===== src/rtl/writeback_regfile.sv =====
// Writeback stage: selects the result word, commits it into the 32-entry
// architectural register file and serves two write-first bypassed read ports.
module writeback_regfile #(
    parameter int WIDTH      = 32,
    parameter int ADDR_WIDTH = 5
) (
    input  logic                  clk,
    input  logic                  rst,
    input  logic [WIDTH-1:0]      ALUResultW,
    input  logic [WIDTH-1:0]      ReadDataW,
    input  logic [WIDTH-1:0]      PCPlus4W,
    input  logic [ADDR_WIDTH-1:0] RdW,
    input  logic                  RegWriteW,
    input  logic                  ResultSrcW,
    input  logic                  WD3SrcW,
    input  logic [ADDR_WIDTH-1:0] A1,
    input  logic [ADDR_WIDTH-1:0] A2,
    output logic [WIDTH-1:0]      RD1,
    output logic [WIDTH-1:0]      RD2,
    output logic [WIDTH-1:0]      ResultW,
    output logic [WIDTH-1:0]      a0
);

    localparam int NUM_REGS = 2 ** ADDR_WIDTH;
    localparam int A0_IDX   = 10;

    logic [WIDTH-1:0] regs_q [NUM_REGS];
    logic [WIDTH-1:0] regs_d [NUM_REGS];
    logic [WIDTH-1:0] a0_q;
    logic [WIDTH-1:0] a0_d;
    logic             bypass_en;
    logic             wr_en;

    // Reset also masks the write and the bypass for the cycle it is sampled in.
    assign bypass_en = RegWriteW && !rst;
    assign wr_en     = bypass_en && (RdW != '0);

    always_comb begin
        if (WD3SrcW) begin
            ResultW = PCPlus4W;
        end else if (ResultSrcW) begin
            ResultW = ReadDataW;
        end else begin
            ResultW = ALUResultW;
        end
    end

    always_comb begin
        // NOTE: start from the held value so every path assigns regs_d and no latch is inferred.
        regs_d = regs_q;
        if (rst) begin
            for (int i = 0; i < NUM_REGS; i++) begin
                regs_d[i] = '0;
            end
        end else if (wr_en) begin
            regs_d[RdW] = ResultW;
        end
        regs_d[0] = '0;
    end

    // a0 mirrors x10 as it stands after this edge's write.
    assign a0_d = regs_d[A0_IDX];

    always_comb begin
        RD1 = regs_q[A1];
        if (A1 == '0) begin
            RD1 = '0;
        end else if (bypass_en && (RdW == A1)) begin
            RD1 = ResultW;
        end
    end

    always_comb begin
        RD2 = regs_q[A2];
        if (A2 == '0) begin
            RD2 = '0;
        end else if (bypass_en && (RdW == A2)) begin
            RD2 = ResultW;
        end
    end

    // NOTE: the whole file is architecturally cleared on reset, so the memory is reset through regs_d rather than left uninitialised.
    always_ff @(posedge clk) begin
        // NOTE: non-blocking assignments keep every flop sampling pre-edge values.
        regs_q <= regs_d;
        a0_q   <= a0_d;
    end

    assign a0 = a0_q;

endmodule


===== config.mk =====
export PLATFORM = sky130hd
export DESIGN_NAME = writeback_regfile
export DESIGN_NICKNAME = d
export VERILOG_FILES = /design/src/rtl/writeback_regfile.sv
export SDC_FILE = /design/constraint.sdc
export NUM_CORES = 2
export LEC_CHECK = 0
export CAP_MARGIN = 20
export CORE_UTILIZATION = 30
export CTS_CLUSTER_SIZE = 10
export DETAILED_ROUTE_END_ITERATION = 7
export GPL_ROUTABILITY_DRIVEN = 0
export HOLD_SLACK_MARGIN = 0.03
export PLACE_DENSITY_LB_ADDON = 0.3
export SYNTH_ARGS = -nofsm -noshare
export SYNTH_HDL_FRONTEND = slang
export SYNTH_SLANG_ARGS = --single-unit

===== constraint.sdc =====
create_clock -name clk -period 2.46 [get_ports clk]
set_input_delay 0.246 -clock clk [delete_from_list [all_inputs] [get_ports clk]]
set_output_delay 0.246 -clock clk [all_outputs]
set_load 0.005 [all_outputs]

==> results by stage <==
Global route:
- The overall track demand over capacity in global routing is 0.2664.
- The first global-routing pass estimated approximately 340,000 um of wire.
- The initial antenna violation count was 5.
- Entering global routing, the biggest net connects about 210 pins.
- The total overflow left after global routing is 0.
- The number of global-route vias before repair is roughly 48,000.

Routing:
- Detailed routing inserted a total of between 50,000 and 60,000 vias.
- Once detail routing completed, the nets flagged for antenna violations numbered 0.
- The average detailed-routed wire length per instance is ~27 um.
- In the routed design, unresolved DRC markers number 0.
- The via-per-instance ratio is 5.681.
- For this block, the initial DRC count from the detailed router was around 6,500.
- The final layout contains routed wiring with a total length of around 240,000 um.
- Before antenna repair, the detailed router went through 8 iterations.

Synthesis:
- After synthesis the netlist holds a flip-flop and latch count of slightly below 1,000.
- The number of distinct library cells after synthesis is 60.
- Of the synthesized area, sequential elements account for 0.3785.
- The number of enable flip-flop cells after synthesis is 0.
- Synthesis handed over a netlist of roughly 6,000 instances.
- The most frequently used flop master after synthesis is dfxtp_1.
- Yosys printed 0 warnings.
- In this run the cell area of the synthesized design comes to around 52,000 um^2.
- The synthesized net count is just over 6,000.
- After synthesis, the share of flip-flops with an asynchronous set or reset is 0.
- Dividing the synthesized area by the synthesized cell count gives 8.787 um^2.

Min path:
- The worst hold path belongs to the class in2reg.
- The worst hold path endpoint is regs_q[768].
- The number of cells on the worst hold path is 4.
- The start point of the worst min-delay path is rst.

Status:
- The final reports fail on negative setup slack.
- The flow ran to the end, but the final reports show violations.

Clocking:
- The CTS buffer count is around 120.
- The cts-stage hold buffer count is 0.
- The cell sitting at the root of the clock tree is a clkbuf_16.
- The CTS tree is built.
- The deepest level of the CTS H-tree is 3.
- The longest clock path from root to sink contains 3 buffers.
- The total clock sinks is around 1,000.
- Clock-pin slew was measured on the worst setup and hold paths at 60 ps.
- The clock latency on the worst-skew pair is between 700 and 800 ps.

Die:
- The total core area is about 170,000 um^2.
- The vertical die dimension is 420.2 um.
- The die outline area is roughly 180,000 um^2.
- The initial utilization of the core area, before any placement, comes to 0.3018.
- The cell row count is 153.
- In this run the horizontal extent of the chip is 420.2 um.
- around 240 I/O pins were placed.

Critical path:
- The library cell contributing the largest single delay on the critical path is mux4_2.
- Traced cell by cell, the critical path runs through mux4_2 > mux2i_2 > buf_4 > a22oi_2 > nand4_1 > o21ai_1 > buf_4 > buf_6.
- The critical path in this run is classified as reg2out.
- The required time of the critical path is roughly 2200 ps.
- The maximum fanout along the worst path is 3.
- The largest single stage delay on the critical path is 470 ps.
- The number of cells on the worst reg-to-reg path is 5.
- The register-to-register setup slack is between 1000 and 1500 ps.
- The worst register-to-register path begins at a0[31].
- STA classifies the critical path endpoint as an output pin.
- In this design, the critical path's most frequently occurring cell is buf_4.
- The launching element type of the critical path is a register.
- The endpoint identified for the worst register-to-register timing path is a0[31].
- Tracing the worst setup path back leads to its startpoint at regs_q[43].
- Data on the critical path arrives at its endpoint at between 2000 and 3000 ps.

Placed design:
- The wire-length estimate of the detail-placed layout is about 170,000 um.
- The number of I/O port buffers is roughly 240.
- The worst setup slack after placement is -1408 ps.

Timing:
- The number of slew-limit violations in the final report came to 0.
- The time the final worst path needs with I/O delays and setup is around 2800 ps.
- Clock skew on the completed layout was measured at 0 ps.
- The final clock period utilization by the worst path is 1.137.
- Static timing analysis puts the maximum clock frequency at ~360 MHz.
- The number of endpoints failing setup at the final stage is 64.
- Setup repair after global routing could not meet its margin everywhere.
- The final hold violation count is 0.
- The worst slew margin relative to its limit is 0.2747.
- Across all setup checks in the final design, the least slack found is -336.9 ps.
- For the pin with the worst max-slew slack, the measured transition is ~1100 ps.
- Across all hold checks on the routed design, the worst slack comes to 274.7 ps.

Power:
- The total power is around 37 mW.
- IR analysis of the VDD net gives a maximum drop of around 0.57 mV.
- The power per unit of standard cell area is between 500 and 600 nW/um^2.
- The analysis attributes to cell leakage a power of 24.87 nW.

Layout:
- Compared with the post-synthesis result, the final layout area differs by 31.23%.
- The net count of the finished layout is ~6,600.
- The fraction of the core area covered by cells at the end of the flow is 0.3961.
- The share of final-layout standard cells stronger than drive strength 1 is 0.3155.

Flow run:
- The max-capacitance violation count is 0.
## power by group
| group | internal (mW) | switching [mW] | leakage, nW |
|---|---|---|---|
| registers | 16.1 | 0.0483 | 8.08 |
| logic | 2.04 | 3.26 | 15.2 |
| clock network | 9.02 | 6.92 | 1.61 |
| total | 27.2 | 10.2 | 24.9 |
## per-layer routing
metal | track usage | part of all wire | wire [um] | vias to the layer above
met3 | 0.05177 | 0.096 | 23260 | 655
li1 | - | - | - | 21919
met2 | 0.4065 | 0.44 | 107000 | 2879
met1 | 0.3391 | 0.39 | 92950 | 24994
met5 | 0 | 0.00011 | 26 | -
met4 | 0.1830 | 0.075 | 18030 | 4
## worst max path at each step
stage,cells after the start,slack (ps),to
4_1_cts,8,-420,RD1[17]
2_1_floorplan,8,520,RD2[0]
5_1_grt,8,-430,RD1[22]
3_3_place_gp,11,-1480,RD1[18]
3_5_place_dp,11,-1410,RD1[4]
6_report,8,-340,RD2[11]
## area by class of cell
| cell class | count | area (um^2) |
|---|---|---|
| Antenna cell | 4 | 10.01 |
| Clock buffer | 151 | 3216 |
| Clock inverter | 7 | 70.07 |
| Fill cell | 17156 | 105000 |
| Inverter | 35 | 131.4 |
| Multi-Input combinational cell | 4306 | 31510 |
| Sequential cell | 992 | 20080 |
| Tap cell | 2325 | 2909 |
| Timing Repair Buffer | 1060 | 10930 |
## state kept, by name, summed over array words and instances, names as in the netlist
| name | count |
|---|---|
| regs_q | 960 |
| a0 | 32 |
## placed cells by master, fill, tap and decap left out, drive strengths merged, types with 4 or more instances in the layout
master	n
nor2	175
and2	6
clkdlybuf4s50	162
nand2b	10
mux2i	272
a221o	26
or2	5
a22o	17
nor3b	5
nor4	11
or3b	4
nand3b	8
a2111oi	10
a21oi	903
inv	37
o21ai	91
a221oi	18
a22oi	71
dfxtp	992
nand4	29
o221ai	19
xnor2	5
diode	4
mux2	126
mux4	406
nand2	1893
nand3	45
clkbuf	153
nor3	6
o22ai	64
buf	890
xor2	5
nor2b	32
a211oi	20
## what timing repair did
item                                    CTS  global route
hold endpoints to repair                  0             0
setup buffers                            45            14
endpoints found under the setup margin   66            66
cloned                                    1             0
pin swaps                               163            75
resized for setup                       735           156
## kinds of logic after synthesis
family	count (synthesis)	share of synthesized area
AOI/OAI and AO/OA	1252	0.1334
buffers and inverters	673	0.06253
xor gates and xnor gates	10	0.001669
DFF	992	0.3785
muxes	804	0.2541
and+or+nand+nor	2240	0.1697
## synth_stat cells, types with 6 or more instances
cell       instances  area [um^2]
a221oi_1          18        157.7
o21ai_1           39        195.2
nor2_1           167        626.9
inv_1             35        131.4
mux4_1            13        341.6
buf_1             11        41.29
a22o_1            17        148.9
nand2_1         1893         7106
buf_6             26        292.8
nor4_1            11        68.82
nor3_1             6        30.03
o221ai_1          19        166.4
buf_2            197        986.0
clkbuf_1         322         1209
a21oi_1          903         4519
nor2b_1           32        200.2
dfxtp_1          992        19860
nand3_1           45        225.2
nand2b_1          10        62.56
a221o_1           26        260.3
o22ai_1           64        400.4
a211oi_1          20        150.1
o21ai_0           52        260.3
nand3b_1           7        52.55
a22oi_1           71        533.0
buf_4             80        600.6
mux4_2           393         8851
a2111oi_0         10        87.58
mux2_2           126         1419
nor2_4             7        78.83
nand4_1           29        181.4
mux2i_1          272         2723
## critical path: cells and delay by family (launching register included)
family	cells	cell delay [ps]
AO/OA/AOI/OAI	2	180
buffers and inverters	3	460
multiplexers	2	660
flip-flops	1	330
AND/OR/NAND/NOR	1	180
## stage by stage
step | cells | area, um^2 | setup TNS, ps
finish | 8880 | 68850 | -11230
global route | 8877 | 68840 | -13310
CTS | 8865 | 68310 | -13260
floorplan | 5971 | 52470 | 0
detailed placement | 8696 | 63510 | -77770
global placement | 8695 | 63510 | -70400
(Power assumes the default switching activity.)
